<file path="src/rtl/control_sequencer_pkg.sv">
// Shared ISA and control definitions: opcodes, IR field positions, FSM
// states and the datapath strobe bundle. The datapath/ALU decode imports
// the same package, so the IR layout is defined in one place.
package control_sequencer_pkg;

    typedef enum logic [4:0] {
        OP_LD   = 5'b00000,
        OP_ST   = 5'b00001,
        OP_ADD  = 5'b00011,
        OP_SUB  = 5'b00100,
        OP_AND  = 5'b00101,
        OP_OR   = 5'b00110,
        OP_NOP  = 5'b11010,
        OP_HALT = 5'b11011
    } opcode_e;

    typedef enum logic [2:0] {
        S_T0, S_T1, S_T2, S_T3, S_T4, S_T5, S_HALTED, S_FAULT
    } state_e;

    localparam int OP_MSB = 31;
    localparam int OP_LSB = 27;
    localparam int RA_MSB = 26;
    localparam int RA_LSB = 23;
    localparam int RB_MSB = 22;
    localparam int RB_LSB = 19;
    localparam int RC_MSB = 18;
    localparam int RC_LSB = 15;

    // One complete set of datapath/memory controls for a single cycle.
    typedef struct packed {
        logic pci, pco, iri, iro, mari, maro, mdri, mdro;
        logic ryi, rzi, rzo, r0i, r0o, r1i, r1o;
        logic mdr_sel, mem_rd, mem_wr;
    } ctrl_t;

    // Only r0 and r1 exist; any other register field value is illegal.
    function automatic logic reg_ok(input logic [3:0] field);
        return field[3:1] == 3'b000;
    endfunction

    // Drive the out-strobe of the register named by a (legal) field.
    function automatic ctrl_t drive_out(input ctrl_t c, input logic [3:0] field);
        ctrl_t r = c;
        if (field[0]) r.r1o = 1'b1;
        else          r.r0o = 1'b1;
        return r;
    endfunction

    // Drive the in-strobe of the register named by a (legal) field.
    function automatic ctrl_t drive_in(input ctrl_t c, input logic [3:0] field);
        ctrl_t r = c;
        if (field[0]) r.r1i = 1'b1;
        else          r.r0i = 1'b1;
        return r;
    endfunction

endpackage

</file>
<file path="src/rtl/control_sequencer_if.sv">
// Sequencer <-> datapath/memory connection: IR contents and memory ack in,
// register strobes and memory requests out.
interface control_sequencer_if;
    logic [31:0] ir;
    logic        mem_ack;
    logic        pci, pco, iri, iro, mari, maro, mdri, mdro;
    logic        ryi, rzi, rzo, r0i, r0o, r1i, r1o;
    logic        mdr_sel, mem_rd, mem_wr;

    modport master (
        input  ir, mem_ack,
        output pci, pco, iri, iro, mari, maro, mdri, mdro,
        output ryi, rzi, rzo, r0i, r0o, r1i, r1o,
        output mdr_sel, mem_rd, mem_wr
    );

    modport slave (
        output ir, mem_ack,
        input  pci, pco, iri, iro, mari, maro, mdri, mdro,
        input  ryi, rzi, rzo, r0i, r0o, r1i, r1o,
        input  mdr_sel, mem_rd, mem_wr
    );
endinterface

</file>
<file path="src/rtl/control_sequencer_mem_wait_timer.sv">
// Counts cycles spent waiting for mem_ack and flags a timeout in the cycle
// the count would reach MEM_TIMEOUT. MEM_TIMEOUT = 0 disables the timeout.
module mem_wait_timer #(
    parameter int MEM_TIMEOUT = 15
) (
    input  logic clk,
    input  logic rst_n,
    input  logic wait_i,
    input  logic ack_i,
    output logic timeout_o
);
    localparam int CW = (MEM_TIMEOUT < 2) ? 1 : $clog2(MEM_TIMEOUT);
    localparam logic [CW-1:0] LAST = CW'(MEM_TIMEOUT - 1);

    logic [CW-1:0] count_q, count_d;

    // Count only while waiting without ack; anything else (ack, leaving the
    // wait state) returns the counter to zero.
    always_comb begin
        count_d = '0;
        if (wait_i && !ack_i) count_d = count_q + 1'b1;
    end

    assign timeout_o = (MEM_TIMEOUT != 0) && wait_i && !ack_i && (count_q == LAST);

    // Wait counter register, synchronous active-low clear.
    always_ff @(posedge clk) begin
        // NOTE: sequential state uses non-blocking assignments so every flop samples pre-edge values.
        if (!rst_n) count_q <= '0;
        else        count_q <= count_d;
    end
endmodule

</file>
<file path="src/rtl/control_sequencer.sv">
// Hardwired multi-cycle control unit: fetches over the memory handshake,
// decodes IR[31:27] and issues one datapath strobe set per T-step.
module control_sequencer
    import control_sequencer_pkg::*;
#(
    parameter int MEM_TIMEOUT = 15
) (
    input  logic                clock,
    input  logic                clear,
    control_sequencer_if.master bus,
    output logic                halted,
    output logic                fault,
    output logic [31:0]         instr_count
);
    state_e      state_q, state_d;
    logic [31:0] instr_count_q, instr_count_d;
    ctrl_t       ctrl;
    logic        retire, in_wait, timeout, legal;
    opcode_e     op;
    logic [3:0]  ra, rb, rc;
    logic        unused_addr;

    assign op = opcode_e'(bus.ir[OP_MSB:OP_LSB]);
    assign ra = bus.ir[RA_MSB:RA_LSB];
    assign rb = bus.ir[RB_MSB:RB_LSB];
    assign rc = bus.ir[RC_MSB:RC_LSB];
    // Address bits are consumed by the datapath (iro), not by this block.
    assign unused_addr = ^bus.ir[RC_LSB-1:0];

    mem_wait_timer #(.MEM_TIMEOUT(MEM_TIMEOUT)) u_timer (
        .clk       (clock),
        .rst_n     (clear),
        .wait_i    (in_wait),
        .ack_i     (bus.mem_ack),
        .timeout_o (timeout)
    );

    // Opcode and register-field legality, judged at T3.
    always_comb begin
        legal = 1'b0;
        case (op)
            OP_ADD, OP_SUB, OP_AND, OP_OR: legal = reg_ok(ra) && reg_ok(rb) && reg_ok(rc);
            OP_LD, OP_ST:                  legal = reg_ok(ra);
            OP_NOP, OP_HALT:               legal = 1'b1;
            default:                       legal = 1'b0;
        endcase
    end

    // Next state, strobe decode and retire detection for the current T-step.
    always_comb begin
        // NOTE: every output of this block gets a default first, so no path can infer a latch.
        state_d = state_q;
        ctrl    = '0;
        retire  = 1'b0;
        in_wait = 1'b0;
        case (state_q)
            S_T0: begin
                ctrl.pco = 1'b1; ctrl.mari = 1'b1; ctrl.pci = 1'b1;
                state_d  = S_T1;
            end
            S_T1: begin
                ctrl.mem_rd = 1'b1;
                in_wait     = 1'b1;
                if (bus.mem_ack) begin
                    ctrl.mdri = 1'b1;
                    state_d   = S_T2;
                end else if (timeout) state_d = S_FAULT;
            end
            S_T2: begin
                ctrl.mdro = 1'b1; ctrl.iri = 1'b1;
                state_d   = S_T3;
            end
            S_T3: begin
                if (!legal) state_d = S_FAULT;
                else begin
                    case (op)
                        OP_LD, OP_ST: begin
                            ctrl.iro = 1'b1; ctrl.mari = 1'b1;
                            state_d  = S_T4;
                        end
                        OP_NOP:  begin retire = 1'b1; state_d = S_T0;     end
                        OP_HALT: begin retire = 1'b1; state_d = S_HALTED; end
                        default: begin
                            ctrl     = drive_out(ctrl, rb);
                            ctrl.ryi = 1'b1;
                            state_d  = S_T4;
                        end
                    endcase
                end
            end
            S_T4: begin
                case (op)
                    OP_LD: begin
                        ctrl.mem_rd = 1'b1;
                        in_wait     = 1'b1;
                        if (bus.mem_ack) begin
                            ctrl.mdri = 1'b1;
                            state_d   = S_T5;
                        end else if (timeout) state_d = S_FAULT;
                    end
                    OP_ST: begin
                        ctrl         = drive_out(ctrl, ra);
                        ctrl.mdri    = 1'b1;
                        ctrl.mdr_sel = 1'b1;
                        state_d      = S_T5;
                    end
                    OP_ADD, OP_SUB, OP_AND, OP_OR: begin
                        ctrl     = drive_out(ctrl, rc);
                        ctrl.rzi = 1'b1;
                        state_d  = S_T5;
                    end
                    default: state_d = S_FAULT;
                endcase
            end
            S_T5: begin
                case (op)
                    OP_LD: begin
                        ctrl      = drive_in(ctrl, ra);
                        ctrl.mdro = 1'b1;
                        retire    = 1'b1;
                        state_d   = S_T0;
                    end
                    OP_ST: begin
                        ctrl.mem_wr = 1'b1;
                        in_wait     = 1'b1;
                        if (bus.mem_ack) begin
                            retire  = 1'b1;
                            state_d = S_T0;
                        end else if (timeout) state_d = S_FAULT;
                    end
                    OP_ADD, OP_SUB, OP_AND, OP_OR: begin
                        ctrl     = drive_in(ctrl, ra);
                        ctrl.rzo = 1'b1;
                        retire   = 1'b1;
                        state_d  = S_T0;
                    end
                    default: state_d = S_FAULT;
                endcase
            end
            default: state_d = state_q;  // HALTED and FAULT are terminal
        endcase
        if (!clear) ctrl = '0;
    end

    // Retired-instruction counter, wrapping at 2^32.
    always_comb begin
        instr_count_d = retire ? instr_count_q + 32'd1 : instr_count_q;
    end

    // State and counter registers; clear aborts any instruction in flight.
    always_ff @(posedge clock) begin
        if (!clear) begin
            state_q       <= S_T0;
            instr_count_q <= '0;
        end else begin
            state_q       <= state_d;
            instr_count_q <= instr_count_d;
        end
    end

    assign halted      = (state_q == S_HALTED);
    assign fault       = (state_q == S_FAULT);
    assign instr_count = instr_count_q;

    assign bus.pci     = ctrl.pci;
    assign bus.pco     = ctrl.pco;
    assign bus.iri     = ctrl.iri;
    assign bus.iro     = ctrl.iro;
    assign bus.mari    = ctrl.mari;
    assign bus.maro    = ctrl.maro;
    assign bus.mdri    = ctrl.mdri;
    assign bus.mdro    = ctrl.mdro;
    assign bus.ryi     = ctrl.ryi;
    assign bus.rzi     = ctrl.rzi;
    assign bus.rzo     = ctrl.rzo;
    assign bus.r0i     = ctrl.r0i;
    assign bus.r0o     = ctrl.r0o;
    assign bus.r1i     = ctrl.r1i;
    assign bus.r1o     = ctrl.r1o;
    assign bus.mdr_sel = ctrl.mdr_sel;
    assign bus.mem_rd  = ctrl.mem_rd;
    assign bus.mem_wr  = ctrl.mem_wr;
endmodule

</file>
<file path="src/flat_wrapper.sv">
// flat-port wrapper written by rule: the top's interface ports become plain ports
module control_sequencer_flat import control_sequencer_pkg::*;
#(
    parameter int MEM_TIMEOUT = 15
)
  (clock, clear, halted, fault, instr_count, bus_ir, bus_mem_ack, bus_pci, bus_pco, bus_iri, bus_iro, bus_mari, bus_maro, bus_mdri, bus_mdro, bus_ryi, bus_rzi, bus_rzo, bus_r0i, bus_r0o, bus_r1i, bus_r1o, bus_mdr_sel, bus_mem_rd, bus_mem_wr);
  control_sequencer_if bus_i ();
  input  logic clock;
  input  logic clear;
  output logic halted;
  output logic fault;
  output logic [31:0] instr_count;
  input wire logic [$bits(bus_i.ir)-1:0] bus_ir;
  input wire logic [$bits(bus_i.mem_ack)-1:0] bus_mem_ack;
  output wire logic [$bits(bus_i.pci)-1:0] bus_pci;
  output wire logic [$bits(bus_i.pco)-1:0] bus_pco;
  output wire logic [$bits(bus_i.iri)-1:0] bus_iri;
  output wire logic [$bits(bus_i.iro)-1:0] bus_iro;
  output wire logic [$bits(bus_i.mari)-1:0] bus_mari;
  output wire logic [$bits(bus_i.maro)-1:0] bus_maro;
  output wire logic [$bits(bus_i.mdri)-1:0] bus_mdri;
  output wire logic [$bits(bus_i.mdro)-1:0] bus_mdro;
  output wire logic [$bits(bus_i.ryi)-1:0] bus_ryi;
  output wire logic [$bits(bus_i.rzi)-1:0] bus_rzi;
  output wire logic [$bits(bus_i.rzo)-1:0] bus_rzo;
  output wire logic [$bits(bus_i.r0i)-1:0] bus_r0i;
  output wire logic [$bits(bus_i.r0o)-1:0] bus_r0o;
  output wire logic [$bits(bus_i.r1i)-1:0] bus_r1i;
  output wire logic [$bits(bus_i.r1o)-1:0] bus_r1o;
  output wire logic [$bits(bus_i.mdr_sel)-1:0] bus_mdr_sel;
  output wire logic [$bits(bus_i.mem_rd)-1:0] bus_mem_rd;
  output wire logic [$bits(bus_i.mem_wr)-1:0] bus_mem_wr;
  assign bus_i.ir = bus_ir;
  assign bus_i.mem_ack = bus_mem_ack;
  assign bus_pci = bus_i.pci;
  assign bus_pco = bus_i.pco;
  assign bus_iri = bus_i.iri;
  assign bus_iro = bus_i.iro;
  assign bus_mari = bus_i.mari;
  assign bus_maro = bus_i.maro;
  assign bus_mdri = bus_i.mdri;
  assign bus_mdro = bus_i.mdro;
  assign bus_ryi = bus_i.ryi;
  assign bus_rzi = bus_i.rzi;
  assign bus_rzo = bus_i.rzo;
  assign bus_r0i = bus_i.r0i;
  assign bus_r0o = bus_i.r0o;
  assign bus_r1i = bus_i.r1i;
  assign bus_r1o = bus_i.r1o;
  assign bus_mdr_sel = bus_i.mdr_sel;
  assign bus_mem_rd = bus_i.mem_rd;
  assign bus_mem_wr = bus_i.mem_wr;
  control_sequencer #(.MEM_TIMEOUT(MEM_TIMEOUT)) u_core (.clock(clock), .clear(clear), .bus(bus_i), .halted(halted), .fault(fault), .instr_count(instr_count));
endmodule
</file>
<file path="config.mk">
export PLATFORM = sky130hd
export DESIGN_NAME = control_sequencer_flat
export DESIGN_NICKNAME = d
export VERILOG_FILES = /design/src/rtl/control_sequencer_pkg.sv /design/src/rtl/control_sequencer_if.sv /design/src/rtl/control_sequencer_mem_wait_timer.sv /design/src/rtl/control_sequencer.sv /design/src/flat_wrapper.sv
export SDC_FILE = /design/constraint.sdc
export NUM_CORES = 1
export LEC_CHECK = 0
export CORE_ASPECT_RATIO = 2
export CORE_MARGIN = 3
export CORE_UTILIZATION = 45
export DETAILED_ROUTE_END_ITERATION = 12
export HOLD_SLACK_MARGIN = 0.1
export PLACE_DENSITY = 0.81
export SLEW_MARGIN = 0
export SYNTH_ARGS = -nofsm -noshare
export SYNTH_HDL_FRONTEND = slang
export SYNTH_HIERARCHICAL = 1
export SYNTH_SLANG_ARGS = --single-unit
</file>
<file path="constraint.sdc">
create_clock -name clock -period 3.45 [get_ports clock]
set_input_delay 0.5175 -clock clock [delete_from_list [all_inputs] [get_ports clock]]
set_output_delay 0.5175 -clock clock [all_outputs]
set_load 0.01 [all_outputs]
</file>
## Word level (Yosys, flattened, before mapping)

Cells that the tools add are included.

- Output and inout bits: 52
- Register bits: 39

- Mux-type cells: 41
- Eq/ne operators: 15
- Reduce and logical (&&, ||, !) cells: 18
- Add/sub/neg operators: 2

Operators with widths:

| cell | number |
|---|---|
| adder 32 x 1 -> 32 bit (second input constant) | 1 |
| one-hot mux 8 bit (3 select lines) | 1 |
| one-hot mux 10 bit (2 select lines) | 1 |
| 2-to-1 mux 18 bit | 1 |
| one-hot mux 3 bit (2 select lines) | 3 |
| one-hot mux 3 bit (6 select lines) | 1 |
| equality test 5 x 3 -> 1 bit (second input constant) | 3 |
| 2-to-1 mux 15 bit | 1 |
| 2-to-1 mux 3 bit | 5 |
| one-hot mux 7 bit (2 select lines) | 1 |
| equality test 3 bit (second input constant) | 4 |
| logical NOT 3 bit | 4 |
| one-hot mux 1 bit (2 select lines) | 6 |
| one-hot mux 1 bit (3 select lines) | 4 |
| one-hot mux 1 bit (4 select lines) | 3 |
| 2-to-1 mux 1 bit | 11 |
| equality test 5 bit (second input constant) | 2 |
| 2-to-1 mux 10 bit | 1 |
| OR reduction 5 bit | 2 |
| OR reduction 4 bit | 2 |
| equality test 3 x 2 -> 1 bit (second input constant) | 2 |
| one-hot mux 2 bit (3 select lines) | 1 |
| nonzero test 6 bit | 1 |
| equality test 5 x 1 -> 1 bit (second input constant) | 1 |
| 10 further kinds | 14 |

## Logic depth before layout (Yosys ltp)

- Depth after elaboration: 9
- Depth in mapped cells: 12

## By module

Netlist, hierarchy kept.

By module, submodules not included:

| module | seq. area each (um^2) | area an instance (um^2) | cells an instance | instances |
|---|---|---|---|---|
| control_sequencer | 700.7 | 2217.1 | 285 | 1 |
| mem_wait_timer | 80.1 | 188.9 | 18 | 1 |

## Worst setup path before layout

No wires, ideal clock.

- Kind: in2reg
- Start point: input port bus_ir[28]
- End point: register u_core.state_q[0]
- Arrival: 2589 ps
- Path slack: 770 ps
- Stages: 12
- Buffers on the path: 1
- Cell sequence: buf_2 nor4_1 nand2_1 nand2_1 nand2_1 a21oi_1 nor3b_2 nor2_1 nor4_1 o21ai_0 a21o_1 a311oi_1

- Longest elaborated chain between the ends: 9
- Elaborated cells on any way between the ends: 27
- Classes of those cells: eq/ne (7); mux (12); reduce/logical (8)

Ends and longest elaborated chain:

| element | RTL line | source |
|---|---|---|
| start: declaration | flat_wrapper.sv:13 | `input wire logic [$bits(bus_i.ir)-1:0] bus_ir;` |
| equality test 5 x 1 -> 1 bit or logical NOT 5 bit (tied branches) | control_sequencer.sv:116, control_sequencer.sv:92 |  |
| 2-to-1 mux 1 bit, on equally long branches | control_sequencer.sv:116, control_sequencer.sv:92 |  |
| one-hot mux 1 bit (3 select lines) * | control_sequencer.sv:56 | `case (state_q)` |
| via u_core.in_wait | control_sequencer.sv:18 | `logic retire, in_wait, timeout, legal;` |
| logical AND 1 bit * (2 in a row) | control_sequencer_mem_wait_timer.sv:24 | `assign timeout_o = (MEM_TIMEOUT != 0) && wait_i && !ack_i && (count_q == LAST);` |
| via u_core.timeout | control_sequencer.sv:18 |  |
| 2-to-1 mux 3 bit * | n/a |  |
| 2-to-1 mux 3 bit, on equally long branches | n/a |  |
| one-hot mux 3 bit (2 select lines), on equally long branches | control_sequencer.sv:116, control_sequencer.sv:92 |  |
| one-hot mux 3 bit (6 select lines) * | control_sequencer.sv:56 |  |
| end signal: assignment | control_sequencer.sv:156 | `state_q <= state_d;` |
| end: declaration | control_sequencer.sv:15 | `state_e state_q, state_d;` |

The timed path passes the listed nets; every way through them passes the cells marked *.
A chain may end at the register's enable or synchronous reset.

## Worst setup path in the final report

- Start point: input port bus_ir[29]
- End point: output port bus_r0o

- Longest elaborated chain between the ends: 6
- Elaborated cells on any way between the ends: 18
- Classes of those cells: eq/ne (7); mux (6); reduce/logical (5)

Ends and longest elaborated chain:

| element | RTL line | source |
|---|---|---|
| equality test 5 x 2 -> 1 bit, or another cell as far along | control_sequencer.sv:41, control_sequencer.sv:92 |  |
| OR reduction 4 bit or OR reduction 2 bit (tied branches) | n/a |  |
| one-hot mux 1 bit (3 select lines) or 2-to-1 mux 10 bit (tied branches) | control_sequencer.sv:41, control_sequencer.sv:76 |  |
| 2-to-1 mux 15 bit | control_sequencer.sv:74 | `if (!legal) state_d = S_FAULT;` |
| one-hot mux 8 bit (3 select lines) * | control_sequencer.sv:56 |  |
| 2-to-1 mux 18 bit * | control_sequencer.sv:142 | `if (!clear) ctrl = '0;` |
| end: declaration | flat_wrapper.sv:27 | `output wire logic [$bits(bus_i.r0o)-1:0] bus_r0o;` |

Mark *: on every way between the ends. The rest lies on a longest branch, timed or not.

==> results.tsv <==
stage	metric	value	unit
status	outcome	finished, final reports clean	
grt	first_global_vias	2512	
sta	rsz0062_at_grt	no	
layout	area_growth	37.1	%
sta	relSlewSlack	50.0	%
sta	setup_viol	0	
setup_path	crit_type	input pin to output port	
sta	max_freq	0.304	GHz
synth	synth.cell_area	2410	sq um
floorplanning	initial_core_util	46.8	%
detailed_routing	routed_wirelength	6540	microns
setup_path	slowest_stage	clkdlybuf4s50_1	
floorplanning	die_w	57.7	microns
placement	post-dp-hpwl	5090	microns
sta	hold_viol	0	
layout	postLayoutCoreUtil	64.2	%
setup_path	critPathMaxFanout	7	
sta	finalCritPeriodShare	95.4	%
setup_path	cp.required	2.93	ns
clock_network	clk-insertion-delay-late	0.28	ns
synth	synth_area_per_cell	7.94	sq um
synth	synth_ff_type	dfxtp_1	
clock_network	post_cts_resized	0	
clock_network	cts_hold_buf	0	
sta	tightest_slew	0.748	ns
grt	grt_use_total	21.5	%
floorplanning	die-area	6310	sq um
layout	nNetsFinal	415	
floorplanning	fp-row-count	37	
clock_network	cts_max_level	2	
placement	routabilityCongestion	0.929	
sta	fin_skew	0.00181	ns
grt	grt_pass1_wl	10700	microns
placement	port-buffer-count	70	
layout	antenna_cells	0	
sta	drv_slew	0	
detailed_routing	drt_iter0_drc	118	
clock_network	clock-root-buffer	clkbuf_8	
setup_path	crit_chain	clkdlybuf4s50_1, a21boi_0, o2111ai_1, nor4_2, buf_4, a22oi_1, nor2_1, clkdlybuf4s50_1	
clock_network	clk_path_buf_depth	2	
synth	synth_nets	341	
synth	synth_edf_count	0	
floorplanning	ioPinCount	87	
clock_network	numCtsBuffers	5	
detailed_routing	drtAntennaViolNets	0	
synth	ys_types	58	
floorplanning	die_h	109	microns
clock_network	cts.sinks	39	
detailed_routing	first_pass_iters	5	
setup_path	cp_num_buf_inv	3	
min_path	hold_class	flip-flop to flip-flop	
synth	postSynth.asyncResetShare	0	%
grt	grt_max_degree	32	
detailed_routing	viasPerCell	6.04	
floorplanning	core	5140	sq um
setup_path	cp-start-kind	input pin	
setup_path	cp_slowest_stage_delay	0.57	ns
setup_path	cp_common_cell	clkdlybuf4s50_1	
grt	antenna_found_initial	0	
synth	ys_seq_area_share	32.4	%
power	ir_drop	0.000268	V
sta	tns	0	ns
placement	post-place-ws	0.131	ns
clock_network	tritoncts	done	
sta	setup_slack	0.160	ns
run	cap_viol_max_count	0	
layout	drive_gt1_share	8.73	%
power	powerDensity	271	nW/um^2
synth	ys_seq_elements	39	
detailed_routing	wl_per_cell	15.0	microns
setup_path	crit_family	buffers and inverters	
grt	grt_remaining_overflow	0	
power	p_leak	1.09	nW
clock_network	clkTransAtPathRegs	0.07	ns
sta	hold_slack	0.460	ns
detailed_routing	via_count	2632	
detailed_routing	drc	0	
setup_path	end_kind	output port	
sta	period_needed	3.29	ns
synth	synthCells	303	
synth	synth_warnings	6	
clock_network	post-cts-setup-buffers	0	
setup_path	critPathArrivalTime	2.77	ns
## sequential cells by signal, indices dropped and copies added (netlist names)
register	count
u_core/u_timer/count_q	4
u_core/state_q	3
u_core/instr_count	32
## area by class of cell
type | instances | area [sq um]
fill | 451 | 1840
inverter | 10 | 37.5
sequential | 39 | 781
multi-input combinational | 237 | 1500
timing repair buffer | 84 | 806
tap | 58 | 72.6
clock buffer | 8 | 100
## cells by family after synthesis
family | Yosys count | synth area share [%]
simple gates | 137 | 34.0
compound gates | 89 | 23.8
flops | 39 | 32.4
buf+inv | 27 | 5.41
xor+xnor | 6 | 2.18
fa+ha+maj | 3 | 1.56
other cells | 1 | 0.156
mux | 1 | 0.416
## worst paths after layout
kind | start | endpoint | slack, ns | cells after the start
max | bus_ir[29] | bus_r0o | 0.16 | 8
min | u_core/u_timer/count_q[0] | u_core/u_timer/count_q[0] | 0.46 | 1
max reg2reg | u_core/instr_count[5] | u_core/instr_count[25] | 0.82 | 5
min reg2reg | u_core/u_timer/count_q[0] | u_core/u_timer/count_q[0] | 0.46 | 1
## placed cells by master (no fill, tap or decap), drive strengths merged, types with 6 or more instances in the layout
cell,netlist,routed
clkdlybuf4s50,0,70
or3,15,15
buf,9,14
nand3,12,12
clkbuf,8,8
nor3,7,7
a21oi,28,28
nand2,20,20
inv,10,10
o21ai,23,23
nor2,25,25
dfxtp,39,39
nor4,6,6
or4,12,12
o31ai,13,13
## routing by layer
layer	wire length [microns]	vias up	global-route usage [%]
met2	3730	99	43.5
met3	304	21	3.06
met4	293	0	12.4
met1	2220	1228	18.8
met5	0	-	0
li1	-	1284	-
## power breakdown
| part | internal (mW) | switching, mW |
|---|---|---|
| sequential | 0.452 | 0.00756 |
| clock | 0.182 | 0.152 |
| combinational | 0.0514 | 0.0474 |
| total | 0.686 | 0.207 |
## synth_stat cells (4+ instances only)
| master | n | area [sq um] |
|---|---|---|
| nor2_1 | 24 | 90.1 |
| or3_1 | 15 | 93.8 |
| nor2b_1 | 4 | 25.0 |
| and3_1 | 5 | 31.3 |
| nand3_1 | 12 | 60.1 |
| o21ai_0 | 23 | 115 |
| nor4_1 | 5 | 31.3 |
| nand2_1 | 20 | 75.1 |
| buf_2 | 5 | 25.0 |
| nor3_1 | 6 | 30.0 |
| inv_1 | 10 | 37.5 |
| nand4_1 | 5 | 31.3 |
| dfxtp_1 | 39 | 781 |
| o31ai_1 | 13 | 97.6 |
| or4_1 | 12 | 90.1 |
| clkbuf_1 | 8 | 30.0 |
| a21oi_1 | 28 | 140 |
| and2_1 | 4 | 25.0 |
## through the flow
step / cells / total power [mW] / instance area (sq um)
2_1_floorplan: 303 / 0.516 / 2410
3_3_place_gp: 428 / 0.566 / 3190
3_5_place_dp: 428 / 0.568 / 3190
4_1_cts: 436 / 0.898 / 3290
5_1_grt: 436 / 0.931 / 3300
6_report: 436 / 0.894 / 3300
Power figures use the tool's default switching activity.
